### config.mk
export PLATFORM = sky130hd
export DESIGN_NAME = branch_flush_ctrl
export DESIGN_NICKNAME = d
export VERILOG_FILES = /design/src/rtl/branch_flush_ctrl.sv
export SDC_FILE = /design/constraint.sdc
export NUM_CORES = 1
export LEC_CHECK = 0
export ABC_AREA = 1
export CAP_MARGIN = 30
export CELL_PAD_IN_SITES_DETAIL_PLACEMENT = 0
export CELL_PAD_IN_SITES_GLOBAL_PLACEMENT = 1
export CORE_MARGIN = 2
export CORE_UTILIZATION = 42
export DETAILED_ROUTE_END_ITERATION = 16
export DONT_BUFFER_PORTS = 1
export HOLD_SLACK_MARGIN = 0.1
export PLACE_DENSITY = 0.83
export SLEW_MARGIN = 10
export SYNTH_ARGS = -nofsm -noshare
export SYNTH_HDL_FRONTEND = slang
export SYNTH_SLANG_ARGS = --single-unit
### constraint.sdc
create_clock -name CLK -period 1.64 [get_ports CLK]
set_input_delay 0.328 -clock CLK [delete_from_list [all_inputs] [get_ports CLK]]
set_output_delay 0.328 -clock CLK [all_outputs]
set_load 0.01 [all_outputs]
### src/rtl/branch_flush_ctrl.sv
// Front-end redirect arbiter: picks the oldest taken-branch source, steers the PC mux
// and holds a per-stage flush mask for FLUSH_CYCLES cycles, with younger-path squashing.
module branch_flush_ctrl #(
  parameter int unsigned WIDTH        = 32,
  parameter int unsigned NSRC         = 2,
  parameter int unsigned FLUSH_CYCLES = 2
) (
  input  logic                  CLK,
  input  logic                  RESET,
  input  logic [NSRC-1:0]       REDIR_VALID,
  input  logic [NSRC*WIDTH-1:0] REDIR_TARGET,
  input  logic                  STALL,
  output logic [NSRC-1:0]       REDIR_ACK,
  output logic                  PC_SEL,
  output logic [WIDTH-1:0]      PC_TARGET,
  output logic [NSRC-1:0]       FLUSH,
  output logic                  BUSY,
  output logic [15:0]           REDIR_CNT
);

  localparam int unsigned CNT_W = $clog2(FLUSH_CYCLES + 1);
  localparam int unsigned IDX_W = (NSRC > 1) ? $clog2(NSRC) : 1;

  localparam logic [0:0] S_IDLE  = 1'b0;
  localparam logic [0:0] S_FLUSH = 1'b1;

  logic [0:0]       state_q, state_d;
  logic [CNT_W-1:0] cnt_q, cnt_d;
  logic [IDX_W-1:0] lidx_q, lidx_d;
  logic             pc_sel_q, pc_sel_d;
  logic [WIDTH-1:0] pc_target_q, pc_target_d;
  logic [NSRC-1:0]  flush_q, flush_d;
  logic [15:0]      redir_cnt_q, redir_cnt_d;

  logic             win_valid;
  logic [IDX_W-1:0] win_idx;
  logic [WIDTH-1:0] win_tgt;
  logic             accept;

  // Oldest requester wins: later loop iterations override earlier ones.
  always_comb begin
    win_valid = 1'b0;
    win_idx   = '0;
    win_tgt   = '0;
    for (int unsigned i = 0; i < NSRC; i++) begin
      if (REDIR_VALID[i]) begin
        win_valid = 1'b1;
        win_idx   = IDX_W'(i);
        win_tgt   = REDIR_TARGET[i*WIDTH +: WIDTH];
      end
    end
  end

  // A flush in progress only yields to a strictly older redirect.
  always_comb begin
    accept    = win_valid && !STALL && !RESET &&
                ((state_q == S_IDLE) || (win_idx > lidx_q));
    REDIR_ACK = '0;
    if (accept) begin
      REDIR_ACK[win_idx] = 1'b1;
    end
  end

  always_comb begin
    state_d     = state_q;
    cnt_d       = cnt_q;
    lidx_d      = lidx_q;
    pc_sel_d    = 1'b0;
    pc_target_d = pc_target_q;
    flush_d     = flush_q;
    redir_cnt_d = redir_cnt_q;

    if (accept) begin
      state_d     = S_FLUSH;
      cnt_d       = CNT_W'(FLUSH_CYCLES - 1);
      lidx_d      = win_idx;
      pc_sel_d    = 1'b1;
      pc_target_d = win_tgt;
      for (int unsigned k = 0; k < NSRC; k++) begin
        flush_d[k] = (IDX_W'(k) <= win_idx);
      end
      if (redir_cnt_q != 16'hFFFF) begin
        redir_cnt_d = redir_cnt_q + 16'd1;
      end
    end else if ((state_q == S_FLUSH) && !STALL) begin
      if (cnt_q == '0) begin
        state_d = S_IDLE;
        flush_d = '0;
      end else begin
        cnt_d = cnt_q - CNT_W'(1);
      end
    end
  end

  always_ff @(posedge CLK) begin
    if (RESET) begin
      state_q     <= S_IDLE;
      cnt_q       <= '0;
      lidx_q      <= '0;
      pc_sel_q    <= 1'b0;
      pc_target_q <= '0;
      flush_q     <= '0;
      redir_cnt_q <= '0;
    end else begin
      state_q     <= state_d;
      cnt_q       <= cnt_d;
      lidx_q      <= lidx_d;
      pc_sel_q    <= pc_sel_d;
      pc_target_q <= pc_target_d;
      flush_q     <= flush_d;
      redir_cnt_q <= redir_cnt_d;
    end
  end

  assign PC_SEL    = pc_sel_q;
  assign PC_TARGET = pc_target_q;
  assign FLUSH     = flush_q;
  assign BUSY      = (state_q == S_FLUSH);
  assign REDIR_CNT = redir_cnt_q;

endmodule

==> qor.json <==
{
  "drive_gt1_share": {"value": 11.8, "unit": "%"},
  "placed_area": {"value": 2920, "unit": "um2"},
  "hold_violations": {"value": 0},
  "place_hpwl": {"value": 5.19, "unit": "mm"},
  "max_slew_violation_count": {"value": 0},
  "top_usage_layer": {"value": "met2"},
  "post_synthesis_cell_count": {"value": 434},
  "areaGrowthSynthToFinish": {"value": 9.46, "unit": "%"},
  "met2_usage": {"value": 33.7, "unit": "%"},
  "final_area": {"value": 3080, "unit": "um2"},
  "holdPathStages": {"value": 4},
  "syn_nets": {"value": 505},
  "worstHoldStart": {"value": "REDIR_VALID[1]"},
  "post-synth-top-area-fraction": {"value": 38.4, "unit": "%"},
  "synthesized_area_per_cell": {"value": 6.49, "unit": "um2"},
  "fin_setup_tns": {"value": 0, "unit": "ns"},
  "clk_path_buf_depth": {"value": 2},
  "path_buf_inv": {"value": 2},
  "cts_buffer_count": {"value": 5},
  "run_status": {"value": "complete, no violations"},
  "slowest_delay": {"value": 0.31, "unit": "ns"},
  "first_global_vias": {"value": 2477},
  "critical_path_peak_fanout": {"value": 8},
  "final_estimated_routing_congestion_in_global_placement": {"value": 0.843},
  "drt-pass1-iter-count": {"value": 4},
  "tritoncts_clock_tree": {"value": "yes"},
  "min_to": {"value": "PC_TARGET[29]$_SDFFE_PP0P_"},
  "layout_worst_path_cycle_share": {"value": 91.8, "unit": "%"},
  "reg2regPathDepth": {"value": 7},
  "grt_pass1_wl": {"value": 11.7, "unit": "mm"},
  "synthesis_warnings": {"value": 0},
  "first_iter_violations": {"value": 95},
  "gr-total-overflow": {"value": 0},
  "worst-slew-pin-transition": {"value": 0.286, "unit": "ns"},
  "end_kind": {"value": "output pin"},
  "cts.reportedPaths.clkPinSlew": {"value": 0.10, "unit": "ns"},
  "ys_ff_latch": {"value": 54},
  "detail_route.wl_per_cell": {"value": 13.9, "unit": "um"},
  "die_h": {"value": 85.9, "unit": "um"},
  "syn-cell-area": {"value": 2820, "unit": "um2"},
  "number_of_h_tree_branching_levels": {"value": 2},
  "grt_util_met3": {"value": 5.39, "unit": "%"},
  "cap_violations": {"value": 0},
  "worst_r2r_endpoint": {"value": "REDIR_CNT[5]$_SDFFE_PP0P_"},
  "netlist.top_cell.by_area": {"value": "sky130_fd_sc_hd__dfxtp_1"},
  "diodes_inserted": {"value": 0},
  "detail_route.vias_per_cell": {"value": 5.15},
  "pre_cts_slack": {"value": 0.138, "unit": "ns"},
  "finalWirelength": {"value": 7.21, "unit": "mm"},
  "standard_cell_with_the_maximum_stage_delay_on_the_critical_path": {"value": "sky130_fd_sc_hd__dfxtp_1"},
  "cp.required": {"value": 1.31, "unit": "ns"},
  "synthTopCellsByArea": {"value": "sky130_fd_sc_hd__dfxtp_1, sky130_fd_sc_hd__nand2_1, sky130_fd_sc_hd__a21oi_1"},
  "multi_input_area": {"value": 1540, "unit": "um2"},
  "finish.net_count": {"value": 512},
  "floorplan.die.width": {"value": 85.9, "unit": "um"},
  "vias_after_detailed_routing": {"value": 2675},
  "vdd.ir_drop.worst": {"value": 0.317, "unit": "mV"},
  "finalWorstPathRequiredPeriod": {"value": 1.51, "unit": "ns"},
  "worstPathArrival": {"value": 1.18, "unit": "ns"},
  "ys_seq_area_share": {"value": 38.4, "unit": "%"},
  "final_antenna_net_count": {"value": 0},
  "critical_path.top_delay_family": {"value": "simple AND/OR/NAND/NOR gates"},
  "drc": {"value": 0},
  "unrepaired_setup_endpoints_after_global_routing": {"value": "false"},
  "fin_worst_hold_slack": {"value": 0.248, "unit": "ns"},
  "regToRegSetupSlack": {"value": 0.15, "unit": "ns"},
  "fillCellCount": {"value": 679},
  "die_outline_area": {"value": 7380, "unit": "um2"},
  "yosys.cell_types.count": {"value": 26},
  "min-delay-path-class": {"value": "in2reg"},
  "post_synth_edffs": {"value": 0},
  "coreArea": {"value": 6420, "unit": "um2"},
  "achievable-frequency": {"value": 664, "unit": "MHz"},
  "critical_path_class": {"value": "reg2out"},
  "synth_most_common_cell": {"value": "sky130_fd_sc_hd__nand2_1"},
  "rr_startpoint": {"value": "REDIR_CNT[0]$_SDFFE_PP0P_"},
  "cp_cell_sequence": {"value": "inv_1, nand2_1, nand2_2, nand2_8, nor2_1, buf_4"},
  "ys_async_sr_fraction": {"value": 0, "unit": "%"},
  "boundaryPins": {"value": 123},
  "report.power.total": {"value": 2430, "unit": "uW"},
  "groute.layer.met1.usage": {"value": 24.5, "unit": "%"},
  "cts_sinks": {"value": 54},
  "setup_ws": {"value": 0.134, "unit": "ns"},
  "grt_use_total": {"value": 19.8, "unit": "%"},
  "worst_slew_margin_rel": {"value": 80.9, "unit": "%"},
  "initial_utilization": {"value": 43.9, "unit": "%"},
  "synth.cells.most_frequent": {"value": "sky130_fd_sc_hd__nand2_1, sky130_fd_sc_hd__dfxtp_1, sky130_fd_sc_hd__a21oi_1, sky130_fd_sc_hd__nand3_1, sky130_fd_sc_hd__nor2_1"},
  "timing.critical_path.from_type": {"value": "flip-flop"},
  "portBuffers": {"value": 0},
  "regArea": {"value": 1080, "unit": "um2"},
  "num_rows": {"value": 29},
  "synth_top_flop_cell": {"value": "sky130_fd_sc_hd__dfxtp_1"},
  "p_per_area": {"value": 788, "unit": "nW/um2"},
  "clock_latency": {"value": 0.30, "unit": "ns"},
  "antenna_violations_before_repair": {"value": 0},
  "skew": {"value": 0.00541, "unit": "ns"},
  "grt_start_max_net_pins": {"value": 43},
  "setup_viol_count_final": {"value": 0},
  "clockRootBuffer": {"value": "sky130_fd_sc_hd__clkbuf_8"},
  "power.leakage": {"value": 0.00123, "unit": "uW"}
}
worst max path at each step:
stage	startpoint	endpoint	slack, ns	depth (start not counted)
finish	lidx_q$_SDFFE_PP0P_	REDIR_ACK[0]	0.13	6
global route	REDIR_CNT[0]$_SDFFE_PP0P_	REDIR_CNT[6]$_SDFFE_PP0P_	0.02	7
CTS	lidx_q$_SDFFE_PP0P_	REDIR_ACK[0]	0.03	6
detailed placement	STALL	REDIR_CNT[0]$_SDFFE_PP0P_	0.14	8
global placement	STALL	PC_TARGET[1]$_SDFFE_PP0P_	0.14	8
floorplan	REDIR_CNT[0]$_SDFFE_PP0P_	REDIR_CNT[13]$_SDFFE_PP0P_	0.10	7
routing by layer:
metal	routed length, um	share of wire (%)
met1	3210	45
met3	515	7.1
met2	3390	47
met5	0	0
met4	87	1.2
power breakdown:
part           leakage (uW)  switching [uW]  total (uW)  internal [uW]
clock network     0.0000472             427         767            340
registers          0.000439            42.1        1390           1350
logic              0.000741             165         271            106
total               0.00123             634        2430           1800
worst reg2reg max path, stage by stage (launching register included):
cell and delay (ns):
sky130_fd_sc_hd__dfxtp_1 0.35, sky130_fd_sc_hd__ha_1 0.24, sky130_fd_sc_hd__nand2_1 0.11, sky130_fd_sc_hd__nor2_2 0.16, sky130_fd_sc_hd__nand2_2 0.10, sky130_fd_sc_hd__o21ai_4 0.24
sky130_fd_sc_hd__nand2_1 0.08, sky130_fd_sc_hd__a21oi_1 0.15
repair_timing:
action | 4_1_cts | 5_1_grt
endpoints found under the hold margin | 42 | 0
setup endpoints to repair | 2 | 6
gates resized for setup | 1 | 3
gates cloned | 0 | 0
pin swaps | 0 | 2
setup buffers | 0 | 4
hold buffers | 1 | 0
stage by stage:
step | util (%) | std cells
floorplan | - | 434
global placement | 45.5 | 506
detailed placement | 45.5 | 506
CTS | 47.5 | 515
global route | 48.0 | 519
finish | 48.0 | 519
state kept, by name, indices dropped and copies added (netlist names):
name and count:
PC_TARGET 32, REDIR_CNT 16, FLUSH 2, cnt_q 2
PC_SEL 1, lidx_q 1
kinds of logic after synthesis:
kind of cell	Yosys count	share of synthesized area [%]
buffers and inverters	40	7.64
and+or+nand+nor	281	42.1
AOI/OAI and AO/OA	54	10.1
adders and majority gates	2	0.888
xor gates and xnor gates	3	0.933
DFF	54	38.4
cell type report:
cell class / instances / area share [%]
sequential: 54 / 35.1
tap: 77 / 3.12
clock buffer: 6 / 2.68
inverter: 14 / 1.78
clock inverter: 2 / 0.406
timing repair buffer: 26 / 7.14
multi-input combinational: 340 / 49.8
placed cells by master, fill, tap and decap left out, types with 4 or more instances in the layout:
cell type / count
sky130_fd_sc_hd__nand3_1: 46
sky130_fd_sc_hd__buf_4: 24
sky130_fd_sc_hd__nor2_2: 5
sky130_fd_sc_hd__a21oi_1: 49
sky130_fd_sc_hd__clkbuf_8: 6
sky130_fd_sc_hd__nand2_2: 4
sky130_fd_sc_hd__inv_1: 12
sky130_fd_sc_hd__dfxtp_1: 53
sky130_fd_sc_hd__nor2_1: 35
sky130_fd_sc_hd__nand2_1: 178
sky130_fd_sc_hd__nand4_1: 4
Power figures use the tool's default switching activity.
